File: src/rtl/regfile.sv
// 32 x 32-bit general-purpose register file: one write port from write-back and
// two combinational read ports for decode, with same-cycle write-to-read bypass.
module regfile #(
    parameter int DATA_W = 32,
    parameter int ADDR_W = 5,
    parameter int NREGS  = 32   // must equal 2**ADDR_W
) (
    input  logic              clk,
    input  logic              rst,
    input  logic              we,
    input  logic [ADDR_W-1:0] waddr,
    input  logic [DATA_W-1:0] wdata,
    input  logic              re1,
    input  logic [ADDR_W-1:0] raddr1,
    output logic [DATA_W-1:0] rdata1,
    input  logic              re2,
    input  logic [ADDR_W-1:0] raddr2,
    output logic [DATA_W-1:0] rdata2
);

    logic [DATA_W-1:0] regs_q [NREGS];
    logic [DATA_W-1:0] regs_d [NREGS];
    logic              wr_en_s;
    logic              byp1_s;
    logic              byp2_s;

    // x0 is hard-wired, so a write aimed at it is never committed or bypassed.
    assign wr_en_s = we && (waddr != {ADDR_W{1'b0}});
    assign byp1_s  = wr_en_s && re1 && (raddr1 == waddr);
    assign byp2_s  = wr_en_s && re2 && (raddr2 == waddr);

    // Next-state of the storage array: only the addressed register changes.
    always_comb begin
        regs_d[0] = {DATA_W{1'b0}};
        for (int i = 1; i < NREGS; i++) begin
            if (wr_en_s && (waddr == ADDR_W'(i))) begin
                regs_d[i] = wdata;
            end else begin
                regs_d[i] = regs_q[i];
            end
        end
    end

    // Storage flops; reset clears everything without waiting for a clock edge.
    always_ff @(posedge clk or posedge rst) begin
        if (rst) begin
            for (int i = 0; i < NREGS; i++) begin
                regs_q[i] <= {DATA_W{1'b0}};
            end
        end else begin
            for (int i = 0; i < NREGS; i++) begin
                regs_q[i] <= regs_d[i];
            end
        end
    end

    // Read port 1 priority chain: reset, x0, bypass, stored value, disabled.
    always_comb begin
        rdata1 = {DATA_W{1'b0}};
        if (rst) begin
            rdata1 = {DATA_W{1'b0}};
        end else if (raddr1 == {ADDR_W{1'b0}}) begin
            rdata1 = {DATA_W{1'b0}};
        end else if (byp1_s) begin
            rdata1 = wdata;
        end else if (re1) begin
            rdata1 = regs_q[raddr1];
        end else begin
            rdata1 = {DATA_W{1'b0}};
        end
    end

    // Read port 2 priority chain, independent of port 1.
    always_comb begin
        rdata2 = {DATA_W{1'b0}};
        if (rst) begin
            rdata2 = {DATA_W{1'b0}};
        end else if (raddr2 == {ADDR_W{1'b0}}) begin
            rdata2 = {DATA_W{1'b0}};
        end else if (byp2_s) begin
            rdata2 = wdata;
        end else if (re2) begin
            rdata2 = regs_q[raddr2];
        end else begin
            rdata2 = {DATA_W{1'b0}};
        end
    end

endmodule

File: config.mk
export PLATFORM = sky130hd
export DESIGN_NAME = regfile
export DESIGN_NICKNAME = d
export VERILOG_FILES = /design/src/rtl/regfile.sv
export SDC_FILE = /design/constraint.sdc
export NUM_CORES = 2
export LEC_CHECK = 0
export CORE_MARGIN = 2
export CORE_UTILIZATION = 40
export CTS_BUF_LIST = sky130_fd_sc_hd__clkbuf_2 sky130_fd_sc_hd__clkbuf_4 sky130_fd_sc_hd__clkbuf_8
export CTS_CLUSTER_DIAMETER = 80
export DETAILED_ROUTE_END_ITERATION = 10
export GPL_TIMING_DRIVEN = 0
export PLACE_DENSITY = 0.66
export SYNTH_ARGS = -nofsm -noshare
export SYNTH_HDL_FRONTEND = slang
export SYNTH_SLANG_ARGS = --single-unit
File: constraint.sdc
create_clock -name clk -period 37.5 [get_ports clk]
set_input_delay 9.375 -clock clk [delete_from_list [all_inputs] [get_ports clk]]
set_output_delay 9.375 -clock clk [all_outputs]
set_load 0.005 [all_outputs]
==> flow_summary.ini <==
[status]
status = finished, violations left
violated_checks = max-capacitance violations, max-slew violations

[sta]
layout_min_cycle_time_ns = 23.99
worst_pin_slew_ns = 1.56
slew_limit_fails = 23
fmax_mhz = 41.7
finalSetupTns_ns = 0
finalSetupViolations = 0
rsz_0062_raised_after_global_routing = no
min_period_over_period_pct = 64.0
final.setup_skew_ns = 0
finalHoldViolCount = 0
slew-limit-headroom_pct = -4.18
worst_hold_slack_ns = 0.516

[layout]
post_route_cells_drive_above_1_share_pct = 44.0
registers.top_by_ff_count = regs_q
reg.largest.list = regs_q: 992 flops
syn2layout_area_growth_pct = 13.6
utilization_pct = 45.8
storage_cell_area_sq_um = 24800
fill_cells = 11955
final_nets = 4165
largest_register_ffs = 992
multi_input_area_sq_um = 27100

[clock_tree]
clk_pin_slew_worst_setup_hold_paths_ns = 0.05
post-cts-setup-buffer-count = 0
max-clock-path-buffers = 3
cts-buffers-inserted = 166
clk_root_buffer_cell = clkbuf_8
clock_sinks = 992
tritoncts = built
cts.htree.levels = 4
clock_latency_ns = 0.93
cts_resized = 0
quantity_of_hold_fixing_buffers_added_after_cts = 0

[route]
drt_drc_violations_left = 0
firstDrtPassIters = 6
drtAntennaViolNets = 0
detail_route.wl_per_cell_um = 37.9
drt_iter0_markers = 6123
finalWirelength_um = 229000
via_total_after_detailed_routing = 40638
drt-vias-per-instance = 6.74

[floorplan]
die_area_sq_um = 138000
die_height_um = 371
ios = 116
core_area_sq_um = 134000
die_x_um = 371
placement_rows = 134
floorplan.initialDensity_pct = 40.3

[placement]
place_congestion = 1.00
post-dp-hpwl_um = 160000
number_of_buffers_inserted_by_port_buffering = 107

[global_route]
gr-total-overflow = 0
groute.layer.met3.usage_pct = 12.6
use_met1_pct = 42.2
antenna_found_initial = 14
grt_pass1_wl_um = 314000
largest_net_degree_at_the_start_of_global_routing = 129
grt_util_all_layers_pct = 33.0
busiest_layer = met2
grt_use_met2_pct = 46.3
first_global_vias = 39542

[power_and_ir_drop]
p_leak_nw = 26.2
ir_drop_uv = 39.1
cellPowerDensity_nw_per_um2 = 52.8

[synthesis]
syn-instance-count = 3828
postSynthRegisterBits = 992
synth_top_cells_by_area = dfrtp_1 46%, mux2_2 22%, mux4_2 14%
post_synth_num_cell_types = 55
synth_warnings = 0
synth.cell_area_sq_um = 53900
netlist.area_leader.share_pct = 46.1
synth.net_count = 3880
synth-async-reset-ratio_pct = 100
synth-edff-count = 0
netlist.top_cell.by_area = dfrtp_1
synth-main-ff-cell = dfrtp_1
synthesis.area_per_instance_sq_um = 14.1
seq_area_frac_synth_pct = 46.1

[critical_path]
critPathBufInv = 6
endpoint_kind = primary output
cp_data_arrival_time_ns = 14.61
worst_ep_required_time_ns = 28.12
crit_fanout = 10
critical_path.startpoint_type = primary input
critPathMostFrequentCell = buf_2
worst_path_dominant_cell_family = buffers and inverters
critical_path_class = primary input to primary output
cp_slowest_stage_delay_ns = 1.17
path_cells = clkdlybuf4s50_1, buf_2, clkinv_1, buf_2, nand2_1, buf_2, o221ai_1, a21oi_1, o41ai_1, clkdlybuf4s50_1
cp_slowest_cell = o41ai_1

[run]
drv.max_cap_violation_count = 3

[hold_path]
min_path_type = register to register
[layout by cell type, fill, tap and decap left out, drive strengths merged, types with 38 or more instances in the layout]
| cell type | instances |
|---|---|
| a21oi | 98 |
| nor2 | 66 |
| nand2 | 80 |
| clkbuf | 468 |
| mux4 | 344 |
| o221ai | 67 |
| mux2 | 1057 |
| a221oi | 44 |
| a22oi | 38 |
| mux2i | 249 |
| o22ai | 43 |
| buf | 234 |
| clkdlybuf4s50 | 107 |
| dfrtp | 992 |
| o21ai | 41 |
[Yosys cell counts (10+ instances only)]
master / number
buf_4: 26
buf_2: 130
nand2b_1: 28
o2bb2ai_1: 18
nor2b_1: 13
o21ai_0: 41
o211ai_1: 19
mux4_2: 341
o41ai_1: 20
a22oi_1: 38
mux2_2: 1038
nor2_1: 66
clkbuf_1: 193
nand3_1: 27
mux2i_1: 249
a221oi_1: 44
mux2_1: 19
a22o_1: 34
nand2_1: 80
buf_1: 57
buf_6: 11
o22ai_1: 43
dfrtp_1: 992
o31a_1: 19
nor4_1: 12
xnor2_1: 10
a221o_1: 19
a211oi_1: 20
o221ai_1: 67
a21oi_1: 98
[logic make-up after synthesis]
logic type / share of synthesized area, %
AOI/OAI and AO/OA: 6.85
xor gates and xnor gates: 0.162
buffers and inverters: 3.58
DFF: 46.1
muxes: 41.1
and+or+nand+nor: 2.24
[metal layers]
metal | vias up | part of all wire, %
li1 | 15429 | -
met1 | 21316 | 38
met2 | 3052 | 41
met3 | 835 | 13
met4 | 6 | 7.9
met5 | - | 0.020
[per-stage QoR]
step | total power (W) | std cells | instance area [sq um] | worst slack (ns)
detailed placement | 0.00212 | 5713 | 57500 | 13.66
floorplan | 0.00190 | 3828 | 53900 | 0.216
global route | 0.00333 | 6018 | 61200 | 13.69
global placement | 0.00210 | 5703 | 57200 | -12.48
CTS | 0.00320 | 6017 | 61200 | 13.65
finish | 0.00323 | 6030 | 61200 | 13.51
[final cells by class]
class | instances | share of cell area [%]
timing repair buffer | 117 | 2.18
clock buffer | 274 | 5.60
buffer | 418 | 3.13
antenna | 13 | 0.0531
sequential | 992 | 40.5
inverter | 5 | 0.0429
tap | 1768 | 3.61
clock inverter | 30 | 0.509
multi-input combinational | 2413 | 44.3
[path summary, 6_finish.rpt]
path | startpoint | end | slack (ns) | cells after the start
setup / recovery | raddr1[2] | rdata1[17] | 13.51 | 10
hold / removal | regs_q[120]$_DFFE_PP0P_ | regs_q[120]$_DFFE_PP0P_ | 0.52 | 1
setup reg to reg | regs_q[122]$_DFFE_PP0P_ | regs_q[122]$_DFFE_PP0P_ | 36.67 | 1
hold reg to reg | regs_q[120]$_DFFE_PP0P_ | regs_q[120]$_DFFE_PP0P_ | 0.52 | 1
max in group asynchronous | rst | regs_q[661]$_DFFE_PP0P_ | 26.21 | 5
min in group asynchronous | rst | regs_q[301]$_DFFE_PP0P_ | 9.25 | 2
[report_power, final]
| part | switching (W) | internal (W) |
|---|---|---|
| registers | 0.000162 | 0.00128 |
| logic | 0.000321 | 0.000373 |
| clock network | 0.000490 | 0.000607 |
Power figures use the tool's default switching activity.
